[src/rtl/ecc8_pkg.sv]
// ecc8_pkg: shared codeword layout and types for the 8-bit Hamming encoder/decoder pair
package ecc8_pkg;
  localparam int ECC8_CW_W = 12;
  localparam int P1  = 0;
  localparam int P2  = 1;
  localparam int D3  = 2;
  localparam int P4  = 3;
  localparam int D5  = 4;
  localparam int D6  = 5;
  localparam int D7  = 6;
  localparam int P8  = 7;
  localparam int D9  = 8;
  localparam int D10 = 9;
  localparam int D11 = 10;
  localparam int D12 = 11;
  typedef logic [7:0] ecc8_dat_t;
  typedef logic [ECC8_CW_W-1:0] ecc8_cw_t;
endpackage

[src/rtl/ecc_enc8_core.sv]
// ecc_enc8_core: combinational 8-bit to 12-bit Hamming SEC encoder, optional parity disable
module ecc_enc8_core
  import ecc8_pkg::*;
(
  input  ecc8_dat_t in_dat,
  input  logic      in_dis,
  output ecc8_cw_t  out_cw
);
  // Scatter data into non-power-of-two positions, then fill parity unless disabled
  always_comb begin
    out_cw      = '0;
    out_cw[D3]  = in_dat[0];
    out_cw[D5]  = in_dat[1];
    out_cw[D6]  = in_dat[2];
    out_cw[D7]  = in_dat[3];
    out_cw[D9]  = in_dat[4];
    out_cw[D10] = in_dat[5];
    out_cw[D11] = in_dat[6];
    out_cw[D12] = in_dat[7];
    out_cw[P1]  = !in_dis & (in_dat[0] ^ in_dat[1] ^ in_dat[3] ^ in_dat[4] ^ in_dat[6]);
    out_cw[P2]  = !in_dis & (in_dat[0] ^ in_dat[2] ^ in_dat[3] ^ in_dat[5] ^ in_dat[6]);
    out_cw[P4]  = !in_dis & (in_dat[1] ^ in_dat[2] ^ in_dat[3] ^ in_dat[7]);
    out_cw[P8]  = !in_dis & (in_dat[4] ^ in_dat[5] ^ in_dat[6] ^ in_dat[7]);
  end
endmodule

[src/rtl/ecc_enc8_strm.sv]
// ecc_enc8_strm: streaming Hamming encoder with output register + skid buffer; ECC_ENC8_ERRINJ_EN adds bit-flip injection
module ecc_enc8_strm
  import ecc8_pkg::*;
#(
  parameter int CNT_W = 16
) (
  input  logic             clk,
  input  logic             rst_n,
  input  logic             in_vld,
  output logic             in_rdy,
  input  logic [7:0]       in_dat,
  input  logic             in_dis,
  output logic             out_vld,
  input  logic             out_rdy,
  output logic [11:0]      out_dat,
  input  logic             cnt_clr,
  output logic [CNT_W-1:0] cnt
`ifdef ECC_ENC8_ERRINJ_EN
  ,
  input  logic             inj_req,
  input  logic [3:0]       inj_pos,
  output logic             inj_busy
`endif
);
  logic             r_or_vld;
  ecc8_cw_t         r_or_dat;
  logic             r_sk_vld;
  ecc8_cw_t         r_sk_dat;
  logic [CNT_W-1:0] r_cnt;
  ecc8_cw_t         w_cw;
  ecc8_cw_t         w_cw_f;
  logic             w_acc;
  logic             w_drain;
  logic             w_out_fire;

  assign w_acc      = in_vld & !r_sk_vld;
  assign w_drain    = !r_or_vld | out_rdy;
  assign w_out_fire = r_or_vld & out_rdy;
  assign in_rdy     = !r_sk_vld;
  assign out_vld    = r_or_vld;
  assign out_dat    = r_or_dat;
  assign cnt        = r_cnt;

  ecc_enc8_core u_core (
    .in_dat (in_dat),
    .in_dis (in_dis),
    .out_cw (w_cw)
  );

`ifdef ECC_ENC8_ERRINJ_EN
  logic       r_inj_arm;
  logic [3:0] r_inj_pos;
  logic       w_arm;
  logic [3:0] w_pos;

  assign w_arm    = r_inj_arm | inj_req;
  assign w_pos    = inj_req ? inj_pos : r_inj_pos;
  assign w_cw_f   = (w_acc && w_arm && w_pos < 4'd12) ? w_cw ^ (ecc8_cw_t'(1) << w_pos) : w_cw;
  assign inj_busy = r_inj_arm;

  // Arm on request, disarm on the first accepted word (positions 12..15 just disarm)
  always_ff @(posedge clk or negedge rst_n) begin
    if (!rst_n) begin
      r_inj_arm <= 1'b0;
      r_inj_pos <= '0;
    end else begin
      r_inj_arm <= w_arm & !w_acc;
      r_inj_pos <= w_pos;
    end
  end
`else
  assign w_cw_f = w_cw;
`endif

  // Output register refills from skid first to keep FIFO order; skid catches a word only under stall
  always_ff @(posedge clk or negedge rst_n) begin
    if (!rst_n) begin
      r_or_vld <= 1'b0;
      r_or_dat <= '0;
      r_sk_vld <= 1'b0;
    end else if (w_drain) begin
      r_or_vld <= r_sk_vld | w_acc;
      if (r_sk_vld) r_or_dat <= r_sk_dat;
      else if (w_acc) r_or_dat <= w_cw_f;
      r_sk_vld <= 1'b0;
    end else if (w_acc) begin
      r_sk_vld <= 1'b1;
    end
  end

  // Skid data needs no reset; its valid flag guards it
  always_ff @(posedge clk) begin
    if (!w_drain && w_acc) r_sk_dat <= w_cw_f;
  end

  // Saturating transfer counter; clear beats a coincident transfer
  always_ff @(posedge clk or negedge rst_n) begin
    if (!rst_n) r_cnt <= '0;
    else r_cnt <= cnt_clr ? '0 : (w_out_fire && !(&r_cnt)) ? r_cnt + CNT_W'(1) : r_cnt;
  end
endmodule

[config.mk]
export PLATFORM = sky130hd
export DESIGN_NAME = ecc_enc8_strm
export DESIGN_NICKNAME = d
export VERILOG_FILES = /design/src/rtl/ecc8_pkg.sv /design/src/rtl/ecc_enc8_core.sv /design/src/rtl/ecc_enc8_strm.sv
export SDC_FILE = /design/constraint.sdc
export NUM_CORES = 1
export LEC_CHECK = 0
export CORE_AREA = 8 8 64 88
export DETAILED_ROUTE_END_ITERATION = 7
export DIE_AREA = 0 0 72 96
export PLACE_DENSITY = 0.77
export SLEW_MARGIN = 20
export SYNTH_ARGS = -nofsm -noshare
export SYNTH_HDL_FRONTEND = slang
export SYNTH_SLANG_ARGS = --single-unit
[constraint.sdc]
create_clock -name clk -period 4.3 [get_ports clk]
set_input_delay 0.86 -clock clk [delete_from_list [all_inputs] [get_ports clk]]
set_output_delay 0.86 -clock clk [all_outputs]
set_load 0.1 [all_outputs]
Word level (Yosys, flattened, before mapping):

Index checks and enable logic that the tools add are counted.

* register bits after elaboration: 42
* input bits: 14

* reduce and logical (&&, ||, !) cells: 12
* muxes and demuxes: 6
* add/subtract/negate cells: 1
* bitwise operators: 22

Operators with widths (number)
* 2-to-1 mux 16 bit: 2
* 2-to-1 mux 12 bit: 2
* adder 16 x 1 -> 16 bit (second input constant): 1
* AND reduction 16 bit: 1
* bitwise XOR 1 bit: 14
* bitwise AND 1 bit: 6
* nonzero test 2 bit: 3
* logical NOT 1 bit: 5
* logical AND 1 bit: 2
* 2-to-1 mux 1 bit: 2
* OR 1 bit: 2
* AND reduction 2 bit: 1

Depth between registers and ports, before layout:

Gate-level depths: netlist of run 1.

* depth after elaboration: 7
* gate-level depth with buffers: 6
* depth with buffers taken out: 5

By module:

A second synthesis of run 1 with hierarchy kept.

* cells, all modules: 203
* area total of the unflattened synthesis: 2277.2 sq um

Modules (own cells, without submodules)
* ecc_enc8_strm: area an instance 2079.5 sq um, cells an instance 181, instances 1
* ecc_enc8_core: area an instance 197.7 sq um, cells an instance 22, instances 1

Least setup slack after synthesis of run 1:

OpenSTA, ideal clock, no wires.

* path type: reg-to-reg
* from: reg r_or_vld, in the netlist out_vld
* to: reg r_sk_dat[0], enable pin
* clock period less this slack: 2.592 ns
* slack: 1.708 ns
* required time: 3.901 ns
* cell stages (with the launch flop): 3
* arrival time: 2.192 ns
* library setup time: 0.399 ns
* cells stage by stage: dfrtp_1 nand2b_1 nor3b_1

* cells in the longest elaborated chain, start to end: 4

RTL lines
* start, declared: RTL line ecc_enc8_strm.sv:25 `logic r_or_vld;`
* start signal, assigned: RTL line ecc_enc8_strm.sv:82 `r_or_vld <= r_sk_vld | w_acc;`
* logical NOT 1 bit: RTL line ecc_enc8_strm.sv:37 `assign w_drain = !r_or_vld | out_rdy;`
* OR 1 bit: RTL line ecc_enc8_strm.sv:37
* logical NOT 1 bit: RTL line ecc_enc8_strm.sv:93 `if (!w_drain && w_acc) r_sk_dat <= w_cw_f;`
* logical AND 1 bit: RTL line ecc_enc8_strm.sv:93
* end signal, assigned: RTL line ecc_enc8_strm.sv:93
* end, declared: RTL line ecc_enc8_strm.sv:28 `ecc8_cw_t r_sk_dat;`

Every way passes these cells.
A chain may end at the register's enable or synchronous reset.

Final worst setup path of run 1:

* from: reg r_sk_vld
* to: out in_rdy

* cells in the longest elaborated chain, start to end: 1

RTL lines
* start, declared: RTL line ecc_enc8_strm.sv:27 `logic r_sk_vld;`
* start signal, assigned: RTL line ecc_enc8_strm.sv:80 `r_sk_vld <= 1'b0;`
* start signal, assigned: RTL line ecc_enc8_strm.sv:85 `r_sk_vld <= 1'b0;`
* start signal, assigned: RTL line ecc_enc8_strm.sv:87 `r_sk_vld <= 1'b1;`
* logical NOT 1 bit: RTL line ecc_enc8_strm.sv:39 `assign in_rdy = !r_sk_vld;`
* end, declared: RTL line ecc_enc8_strm.sv:10 `output logic in_rdy,`

Every way passes these cells.

==> flow_summary.json, run 1 <==
{
  "syn_inst": 190,
  "p_sw_uw": 402,
  "die_w_um": 72,
  "ant_nets": 0,
  "dpl_cell_area_sq_um": 2540,
  "synth_edf_count": 12,
  "antenna_found_initial": 0,
  "drive_above_1_share_pct": 7.26,
  "max_freq_ghz": 0.324,
  "ir_worst_vdd_mv": 0.320,
  "setup_tns_ns": 0,
  "grt_pass1_vias": 1540,
  "switching_share_pct": 38.5,
  "cts_tree": "yes",
  "drcViolationCount": 0,
  "fin_skew_ns": 0.0124,
  "synthFlopType": "dfrtp_1",
  "syn_to_final_growth_pct": 27.0,
  "post_cts_buffers": 0,
  "p_clk_share_pct": 23.9,
  "antenna_cells": 0,
  "final_cell_mix": "clkdlybuf4s50_1, dfrtp_1, nor2_1",
  "regArea_sq_um": 1110,
  "cts_buffers": 5,
  "multi_input_area_sq_um": 888,
  "power_mw": 1.05,
  "fp-row-count": 29,
  "synth_area_sq_um": 2070,
  "hold_buffers": 0,
  "finalHoldViolCount": 0,
  "grt_pass1_wl_mm": 7.07,
  "final_common_cell": "clkdlybuf4s50_1",
  "cts_resized": 0,
  "wl_per_cell_um": 14.8,
  "io_buffers": 43,
  "die_h_um": 96,
  "post-route-period-util_pct": 71.7,
  "drt_iter0_markers": 81,
  "grt_usage_pct": 13.1,
  "crit_path_max_fanout": 20,
  "criticalPathCategory": "reg -> out",
  "powerDensity_nw_per_um2": 398,
  "fin_area_sq_um": 2630,
  "status": "complete, no violations",
  "max_slew_margin_pct": 34.5,
  "num_vias": 1606,
  "required_ns": 3.44,
  "cts.sinks": 42,
  "via_per_inst": 5.43,
  "avgSynthCellArea_sq_um": 10.9,
  "start_kind": "flop",
  "grt_max_degree": 31,
  "firstDrtPassIters": 4,
  "n_fill_cell": 405,
  "final_nets": 248,
  "clockRootBuffer": "clkbuf_8",
  "setup_violations": 0,
  "synthDistinctLibCells": 38,
  "fin_crit_ns": 3.08,
  "whs_ns": 0.494,
  "tightest_slew_ns": 0.980,
  "wl_mm": 4.40,
  "start_util_pct": 47.1,
  "p_int_uw": 644,
  "ys_warn_count": 0,
  "clk_pin_slew_ns": 0.09,
  "clk_path_buf_depth": 2,
  "hpwl_mm": 3.21,
  "seq_area_frac_synth_pct": 53.8,
  "synth_nets": 205,
  "slew_viol_final": 0,
  "p_seq_share_pct": 44.4,
  "cp-end-kind": "primary output",
  "grt_remaining_overflow": 0,
  "hold_class": "reg -> reg",
  "rsz0062_at_grt": "false",
  "p_comb_share_pct": 31.7,
  "pin_count": 44,
  "worstSkewPairLatency_ns": 0.30,
  "place.gp.congestion": 0.779,
  "p_leak_nw": 0.979,
  "dieArea_sq_um": 6910,
  "ys_seq_elements": 42,
  "core-area_sq_um": 4390,
  "crit_arrival_ns": 2.22,
  "async_reset_ff_share_pct": 71.4,
  "fin_util_pct": 59.8,
  "cap_violations": 0,
  "htree_levels": 2
}
[power groups by stage]
stage	logic, mW	registers (mW)	clock network [mW]
after global routing	0.347	0.469	0.271
final	0.331	0.464	0.250
after floorplan	0.0724	0.642	0
after detailed placement	0.335	0.472	0
after global placement	0.332	0.473	0
after CTS	0.336	0.465	0.260
[metal layers]
| metal | vias up | share of wire [%] | global-route usage [%] |
|---|---|---|---|
| met5 | - | 0 | 0 |
| met4 | 0 | 0.96 | 6.15 |
| met3 | 5 | 5.7 | 3.96 |
| met2 | 51 | 51 | 23.0 |
| met1 | 773 | 42 | 14.1 |
| li1 | 777 | - | - |
[worst paths after layout]
kind                                   startpoint                      to  slack [ns]  cells past startpoint
setup / recovery             r_sk_vld$_DFFE_PN0P_                  in_rdy        1.22                      2
hold / removal             out_dat[0]$_DFFE_PN0P_  out_dat[0]$_DFFE_PN0P_        0.49                      1
setup reg to reg             r_sk_vld$_DFFE_PN0P_  out_dat[1]$_DFFE_PN0P_        2.23                      3
hold reg to reg            out_dat[0]$_DFFE_PN0P_  out_dat[0]$_DFFE_PN0P_        0.49                      1
max in group asynchronous                   rst_n     cnt[11]$_DFFE_PN0P_        3.05                      2
min in group asynchronous                   rst_n      cnt[5]$_DFFE_PN0P_        0.94                      2
[per-stage QoR]
stage	worst slack (ns)	cells
CTS	1.19	296
finish	1.22	296
global placement	1.53	288
floorplan	1.71	190
detailed placement	1.53	288
global route	1.09	296
[critical path: stages (launching register included)]
cell             delay, ns
dfrtp_1               0.66
inv_1                 0.13
clkdlybuf4s50_1       1.14
[registers in the layout, indices dropped and copies added, names as in the netlist]
signal    flops
out_vld       1
r_sk_vld      1
r_sk_dat     12
out_dat      12
cnt          16
[area by class of cell]
type / instances / share of cell area [%]
repair buffers: 45 / 17.0
clock inverters: 1 / 0.286
multi-input cells: 134 / 33.8
clock buffers: 7 / 2.91
inverters: 5 / 0.715
flip-flops and latches: 42 / 42.3
well taps: 62 / 2.96
[Yosys cell counts, drive strengths merged, types with 4 or more instances]
cell / count / area, sq um
or3: 5 / 32.5
mux2i: 9 / 90.1
xnor2: 5 / 43.8
nand4: 4 / 46.3
or4: 5 / 37.5
nor2: 24 / 90.1
edfxtp: 12 / 360
nand2b: 4 / 25.0
o31ai: 5 / 37.5
mux2: 4 / 45.0
nor4: 7 / 43.8
nand2: 10 / 37.5
dfrtp: 30 / 751
inv: 5 / 18.8
nand3: 4 / 20.0
clkbuf: 5 / 18.8
a21oi: 17 / 85.1
nor2b: 4 / 25.0
[cells by family (layout without fill, tap and decap cells)]
group / Yosys count / in the layout / synth area share [%]
buffers and inverters: 14 / 58 / 3.27
muxes: 13 / 13 / 6.54
xor gates and xnor gates: 10 / 10 / 5.57
adders and majority gates: 1 / 1 / 0.605
DFF: 42 / 42 / 53.8
and+or+nand+nor: 74 / 74 / 19.3
AOI/OAI and AO/OA: 36 / 36 / 11.0
No activity file was read; power rests on OpenSTA's default activity.
==> run 2: changes to the inputs <==
- clock period: 4.3 -> 2.87 ns (I/O delays scaled with it)
==> run 2 against run 1 <==
Against the previous run: critical path depth grew 3; sequential power grew 50%; flip-flop and latch count is the same; final area shrank 2.1%; die area is the same; combinational power grew 48%; critical endpoint is now cnt[9]$_DFFE_PN0P_.
==> flow_summary.json, run 2 (same netlist as run 1, synthesis figures left out) <==
{
  "cts_buffers": 5,
  "regArea_sq_um": 1110,
  "crit_path_max_fanout": 11,
  "die_w_um": 72,
  "syn_to_final_growth_pct": 24.3,
  "max_freq_ghz": 0.475,
  "max_slew_margin_pct": 44.8,
  "required_ns": 3.04,
  "grt_usage_pct": 13.5,
  "post-route-period-util_pct": 73.4,
  "post_cts_buffers": 0,
  "critPathMaxStageDelay_ns": 0.52,
  "clk_path_buf_depth": 2,
  "pin_count": 44,
  "hold_buffers": 0,
  "hold-path-cell-count": 1,
  "io_buffers": 43,
  "dp.cells": 291,
  "grt_max_degree": 31,
  "dieArea_sq_um": 6910,
  "criticalPathCategory": "in -> reg",
  "finalHoldViolCount": 0,
  "wl_per_cell_um": 15.0,
  "status": "complete, no violations",
  "core-area_sq_um": 4390,
  "largest_register_ffs": 16,
  "fp-row-count": 29,
  "ff2ff_setup_slack_ns": 0.90,
  "path_delay_family": "simple AND/OR/NAND/NOR gates",
  "via_per_inst": 5.37,
  "fin_skew_ns": 0.00241,
  "setup_tns_ns": 0,
  "hpwl_mm": 3.34,
  "drive_above_1_share_pct": 21.1,
  "multi_input_area_sq_um": 888,
  "tightest_slew_ns": 0.821,
  "cts_resized": 0,
  "grt_remaining_overflow": 0,
  "die_h_um": 96,
  "power_mw": 1.54,
  "grt_pass1_wl_mm": 7.38,
  "ant_nets": 0,
  "start_kind": "input port",
  "worstSkewPairLatency_ns": 0.28,
  "start_util_pct": 47.1,
  "slew_viol_final": 0,
  "cts.sinks": 42,
  "cts_tree": "yes",
  "final_cell_mix": "buf_4, dfrtp_1, nor2_1",
  "crit_arrival_ns": 2.28,
  "antenna_found_initial": 0,
  "wl_mm": 4.48,
  "critPathBufInv": 1,
  "num_vias": 1606,
  "htree_levels": 2,
  "final_nets": 251,
  "p_leak_nw": 1.04,
  "clk_pin_slew_ns": 0.08,
  "grt_pass1_vias": 1587,
  "place.gp.congestion": 0.842,
  "firstDrtPassIters": 4,
  "cp-end-kind": "flop",
  "powerDensity_nw_per_um2": 599,
  "worstSetupPathDepth": 5,
  "drcViolationCount": 0,
  "crit_chain": "clkdlybuf4s50_1 -> nand2_1 -> or2_2 -> nor4_1 -> mux2_2",
  "r2r.worst_path.cells": 4,
  "final_common_cell": "buf_4",
  "rsz0062_at_grt": "false",
  "antenna_cells": 0,
  "setup_violations": 0,
  "critPathSlowestCell": "clkdlybuf4s50_1",
  "n_fill_cell": 416,
  "clockRootBuffer": "clkbuf_8",
  "fin_crit_ns": 2.11,
  "final_cells": 299,
  "ir_worst_vdd_mv": 0.446,
  "cap_violations": 0,
  "drt_iter0_markers": 91,
  "hold_class": "reg -> reg"
}
[run 2: routing by layer]
metal | vias up | part of all wire, % | global-route usage (%)
met3 | 6 | 5.7 | 4.07
met5 | - | 0 | 0
met4 | 0 | 1.2 | 4.27
met1 | 772 | 41 | 14.5
met2 | 48 | 52 | 24.6
li1 | 780 | - | -
[run 2: worst paths after layout]
path | startpoint | end
worst max-delay path | out_rdy | cnt[9]$_DFFE_PN0P_
worst min register to register | out_dat[1]$_DFFE_PN0P_ | out_dat[1]$_DFFE_PN0P_
worst max register to register | cnt[10]$_DFFE_PN0P_ | cnt[3]$_DFFE_PN0P_
min in group asynchronous | rst_n | cnt[2]$_DFFE_PN0P_
worst min-delay path | out_dat[1]$_DFFE_PN0P_ | out_dat[1]$_DFFE_PN0P_
max in group asynchronous | rst_n | cnt[5]$_DFFE_PN0P_
[run 2: layout make-up]
cell class | instances | area share [%]
clock inverter | 2 | 0.341
multi-input combinational | 134 | 34.6
sequential | 42 | 43.2
tap | 62 | 3.02
inverter | 5 | 0.730
clock buffer | 6 | 2.82
timing repair buffer | 48 | 15.3
[run 2: power by group]
part	total, mW	internal (mW)	switching, mW
Combinational	0.490	0.119	0.371
Sequential	0.695	0.663	0.0319
Clock	0.355	0.167	0.187
Total	1.54	0.949	0.590
[run 2: per-stage QoR]
stage | area, sq um | setup WS [ns] | utilization, % | hold slack (ns)
6_report | 2570 | 0.765 | 58.5 | 0.505
3_5_place_dp | 2490 | 0.494 | 56.7 | 0.491
5_1_grt | 2570 | 0.726 | 58.5 | 0.532
3_3_place_gp | 2490 | 0.547 | 56.7 | 0.488
2_1_floorplan | 2070 | 0.278 | - | 0.278
4_1_cts | 2570 | 0.790 | 58.5 | 0.513
==> run 3: changes to the inputs <==
- CORE_AREA: 8 8 64 88 -> 8 8 67 92
- DIE_AREA: 0 0 72 96 -> 0 0 75 100
- PLACE_DENSITY: 0.77 -> 0.73
- clock period: 2.87 -> 1.8 ns (I/O delays scaled with it)
==> run 3 against run 2 <==
Against the previous run: wire length up 11%; largest power group unchanged; global-route usage up 0.48 points; combinational power up 100%; cell count up 8.7%; sequential share of layout area down 7.6 points; clock skew up 0.0050 ns; sequential power up 64%; highest routed layer unchanged; non-clock buffer count up 24; count of clock-buffer cells in the layout unchanged.
==> flow_summary.json, run 3 (same netlist as run 1, synthesis figures left out) <==
{
  "largest_register_ffs": 16,
  "worstSkewPairLatency_ns": 0.29,
  "wl_per_cell_um": 15.3,
  "dieArea_sq_um": 7500,
  "start_util_pct": 43.4,
  "core-area_sq_um": 4770,
  "num_vias": 1701,
  "crit_chain": "ha_1 -> nand4_1 -> nor4_2 -> buf_4 -> or3_2 -> a21oi_1",
  "start_kind": "flop",
  "p_leak_nw": 1.26,
  "ff2ff_setup_slack_ns": 0.05,
  "r2r_start": "cnt[0]$_DFFE_PN0P_",
  "fin_util_pct": 69.0,
  "final_common_cell": "buf_12",
  "place_worst_setup_slack_ns": -0.207,
  "clk_pin_slew_ns": 0.08,
  "io_buffers": 43,
  "required_ns": 2.02,
  "cap_violations": 0,
  "post-route-period-util_pct": 97.2,
  "htree_levels": 2,
  "hold_buffers": 0,
  "max_slew_margin_pct": 67.3,
  "grt_max_degree": 31,
  "drive_above_1_share_pct": 39.5,
  "power_mw": 2.87,
  "cts_resized": 0,
  "syn_to_final_growth_pct": 59.0,
  "antenna_cells": 0,
  "critPathSlowestCell": "dfrtp_4",
  "clockRootBuffer": "clkbuf_8",
  "path_delay_family": "simple AND/OR/NAND/NOR gates",
  "crit_path_max_fanout": 7,
  "drcViolationCount": 0,
  "finalHoldViolCount": 0,
  "die_h_um": 100,
  "setup_violations": 0,
  "n_fill_cell": 350,
  "worst_r2r_endpoint": "cnt[3]$_DFFE_PN0P_",
  "tightest_slew_ns": 0.489,
  "ir_worst_vdd_mv": 0.726,
  "critPathMaxStageDelay_ns": 0.48,
  "clk_path_buf_depth": 2,
  "grt_pass1_vias": 1732,
  "status": "complete, no violations",
  "cts_buffers": 5,
  "grt_pass1_wl_mm": 8.14,
  "hold_class": "in -> async",
  "fp-row-count": 30,
  "grt_usage_pct": 13.9,
  "drt_iter0_markers": 62,
  "max_freq_ghz": 0.572,
  "rsz0062_at_grt": "true",
  "via_per_inst": 5.23,
  "r2r.worst_path.cells": 6,
  "crit_arrival_ns": 1.97,
  "critPathBufInv": 1,
  "cts.sinks": 42,
  "fin_crit_ns": 1.75,
  "grt_remaining_overflow": 0,
  "criticalPathCategory": "reg -> reg",
  "setup_tns_ns": 0,
  "fin_skew_ns": 0.00737,
  "post_cts_buffers": 0,
  "powerDensity_nw_per_um2": 875,
  "die_w_um": 75,
  "cts_tree": "yes",
  "wl_mm": 4.96,
  "slew_viol_final": 0,
  "ant_nets": 0,
  "antenna_found_initial": 0,
  "cp-end-kind": "flop",
  "final_cell_mix": "buf_12, buf_4, nor2_1",
  "final_nets": 275,
  "place.gp.congestion": 0.782,
  "fin_ws_ns": 0.0511,
  "pin_count": 44,
  "hpwl_mm": 3.80,
  "firstDrtPassIters": 4
}
-- run 3: worst register-to-register path, cell delays in order, from the launching register on --
cell     delay (ns)
dfrtp_4        0.48
ha_1           0.26
nand4_1        0.18
nor4_2         0.06
buf_4          0.15
or3_2          0.41
a21oi_1        0.15
-- run 3: where the power goes --
part	switching, mW	total [mW]	internal (mW)
Sequential	0.0760	1.14	1.06
Clock	0.332	0.746	0.414
Combinational	0.616	0.993	0.377
Total	1.02	2.87	1.85
-- run 3: routing by layer --
layer	global-route usage [%]	wire length, um	up-vias
met5	0	0	-
met2	24.6	2670	40
met3	3.49	221	9
met4	5.30	75	0
met1	15.2	1990	816
li1	-	-	836
-- run 3: cell type report --
type / instances / area, sq um / share of cell area [%]
flip-flops and latches: 42 / 1170 / 35.6
multi-input cells: 134 / 956 / 29.1
repair buffers: 72 / 948 / 28.9
well taps: 64 / 80.1 / 2.44
clock buffers: 6 / 72.6 / 2.21
clock inverters: 2 / 37.5 / 1.14
inverters: 5 / 22.5 / 0.685
-- run 3: how the worst max path moves through the flow --
| stage | start | endpoint | depth (start not counted) |
|---|---|---|---|
| floorplan | cnt[3]$_DFFE_PN0P_ | cnt[12]$_DFFE_PN0P_ | 5 |
| global placement | out_rdy | cnt[13]$_DFFE_PN0P_ | 5 |
| detailed placement | in_dat[3] | out_dat[3]$_DFFE_PN0P_ | 6 |
| CTS | cnt[0]$_DFFE_PN0P_ | cnt[3]$_DFFE_PN0P_ | 6 |
| global route | cnt[0]$_DFFE_PN0P_ | cnt[9]$_DFFE_PN0P_ | 5 |
| finish | cnt[0]$_DFFE_PN0P_ | cnt[3]$_DFFE_PN0P_ | 6 |
-- run 3: metrics by stage --
| stage | cell area [sq um] | instances | hold slack (ns) |
|---|---|---|---|
| after floorplan | 2200 | 190 | 0.0644 |
| after global placement | 3170 | 317 | 0.519 |
| after detailed placement | 3170 | 317 | 0.525 |
| after CTS | 3280 | 325 | 0.473 |
| after global routing | 3290 | 325 | 0.494 |
| final | 3290 | 325 | 0.460 |
==> RTL change (settings of run 3) <==
`CNT_W`: 16 -> 12.
--- a/src/rtl/ecc_enc8_strm.sv
+++ b/src/rtl/ecc_enc8_strm.sv
@@ -4,3 +4,3 @@
 #(
-  parameter int CNT_W = 16
+  parameter int CNT_W = 12
 ) (
Interface: changed (resized cnt); port bits go from 44 to 40. No check against the original RTL was run, so the function may have changed too.
==> RTL change against run 3 <==
  * Setup slack improved by 0.054 ns
  * Total power is 3.9% lower
  * Wire length decreased by 11%
  * Cell area fell by 14%
  * Core utilization down 9.6 points
  * Global-route usage down 1.3 points
  * Sequential cell count is 4 lower
  * Synthesized area decreased by 12%
  * Clock power shrank 3.8%
==> RTL change: results (changes against run 3) <==
Outcome: completed (unchanged)
Via density: 5.189 (was 5.234)
Synth cell types: 39 (was 38)
Max incr delay on CP: 0.52 ns (was 0.48 ns)
Gate Count Post-Synth: 165 (was 190)
Met1 wire length: 1.721 mm (was 1.987 mm)
Post-synthesis sequential area ratio: 55.65% (was 53.75%)
Dpl cells: 278 (was 317)
Ranking of synthesized cells by area: dfrtp_1 (36%), edfxtp_1 (20%), xnor2_1 (5.8%) (was dfrtp_1 (36%), edfxtp_1 (17%), mux2i_1 (4.4%))
Normalized max-slew margin: 73.37% (was 67.32%)
Pre-Repair DR Iteration Count: 4 (unchanged)
Fraction of registers with async set/reset: 68.42% (was 71.43%)
# port buffers: 39 (was 43)
Max VDD drop: 786.3 uV (was 726.0 uV)
Critical Path Fanout Max: 5 (was 7)
Commonest cells post-synth: dfrtp_1 (26), nor2_1 (23), edfxtp_1 (12), xnor2_1 (12), nand2_1 (10) (was dfrtp_1 (30), nor2_1 (24), a21oi_1 (17))
Routed WL: 4.424 mm (was 4.958 mm)
Worst Skew: 0.005100 ns (was 0.007373 ns)
CTS root buffer: clkbuf_8 (unchanged)
Share of cells above drive strength 1: 32.43% (was 39.46%)
Post-CTS setup buffers: 0 (unchanged)
GRT Total Usage: 12.61% (was 13.94%)
Leakage power: 1.084 nW (was 1.260 nW)
DR WL met3: 275 um (was 221 um)
Syn_nets: 180 (was 205)
Initial drt markers: 85 (was 62)
First-pass GRT wire length: 7.383 mm (was 8.142 mm)
Critical Path AT: 1.88 ns (was 1.97 ns)
Final Hold Viols: 0 (unchanged)
NumNets Final: 236 (was 275)
Vias: 1484 (was 1701)
Largest net degree at the start of global routing: 27 (was 31)
Total length of routed met2 wires: 2.384 mm (was 2.673 mm)
Detailed-placement wirelength estimate: 3.406 mm (was 3.795 mm)
Highest Signal Layer: met4 (unchanged)
GPL Wtd Cong: 0.7969 (was 0.7815)
## RTL change: changes by cell type in the layout (fill, tap and decap cells not counted), sizes merged, moves of 4 or more
cell,before,now
nor4,7,1
xnor2,5,12
or4,5,1
buf,59,44
a21oi,17,9
dfrtp,30,26
o31ai,5,1
## RTL change: report_power, final
group | switching, mW | total (mW) | internal, mW
clock | 0.310 | 0.718 | 0.408
combinational | 0.618 | 0.990 | 0.371
sequential | 0.0838 | 1.06 | 0.972
## RTL change: path summary, 6_finish.rpt
path | from | endpoint | slack, ns | cells after the start
setup / recovery | cnt[0] | cnt[1] | 0.11 | 5
hold / removal | rst_n | cnt[9] | 0.44 | 2
setup reg to reg | cnt[0] | cnt[1] | 0.11 | 5
hold reg to reg | cnt[10] | cnt[10] | 0.53 | 1
max in group asynchronous | rst_n | cnt[8] | 1.07 | 2
min in group clk | cnt[10] | cnt[10] | 0.53 | 1
## RTL change: kinds of logic (layout without fill, tap and decap cells)
logic type,count (synthesis),count (layout),synth area share [%]
multiplexers,10,10,5.647
buffers and inverters,13,70,3.306
flip-flops,38,38,55.65
XOR/XNOR,13,13,7.025
AO/OA/AOI/OAI,31,31,11.71
AND/OR/NAND/NOR,59,59,15.98
adder cells (fa/ha/maj),1,1,0.6886
## RTL change: stage by stage
stage                     util (%)  instance area (sq um)  hold slack, ns  worst slack, ns  total power [mW]
after floorplan                  -                   1866         0.06441         -0.04487             1.633
after detailed placement     56.96                   2715          0.5243          -0.2474             2.070
after global routing         59.37                   2830          0.4668          0.01046             2.853
after CTS                    59.24                   2824          0.4580          0.06065             2.783
after global placement       56.96                   2715          0.5202          -0.1614             2.055
final                        59.37                   2830          0.4407           0.1050             2.763
## RTL change: final cells by class
| cell class | instances | area, sq um |
|---|---|---|
| inverters | 5 | 18.77 |
| flip-flops and latches | 38 | 1042 |
| well taps | 64 | 80.08 |
| multi-input cells | 114 | 769.5 |
| fillers | 403 | 1937 |
| repair buffers | 57 | 810.8 |
| clock inverters | 3 | 40.04 |
| clock buffers | 5 | 68.82 |
## RTL change: layer usage
layer	vias to the layer above	GRT usage, %
met5	-	0
met4	0	3.636
met3	4	3.693
met2	53	22.50
met1	721	13.60
li1	706	-
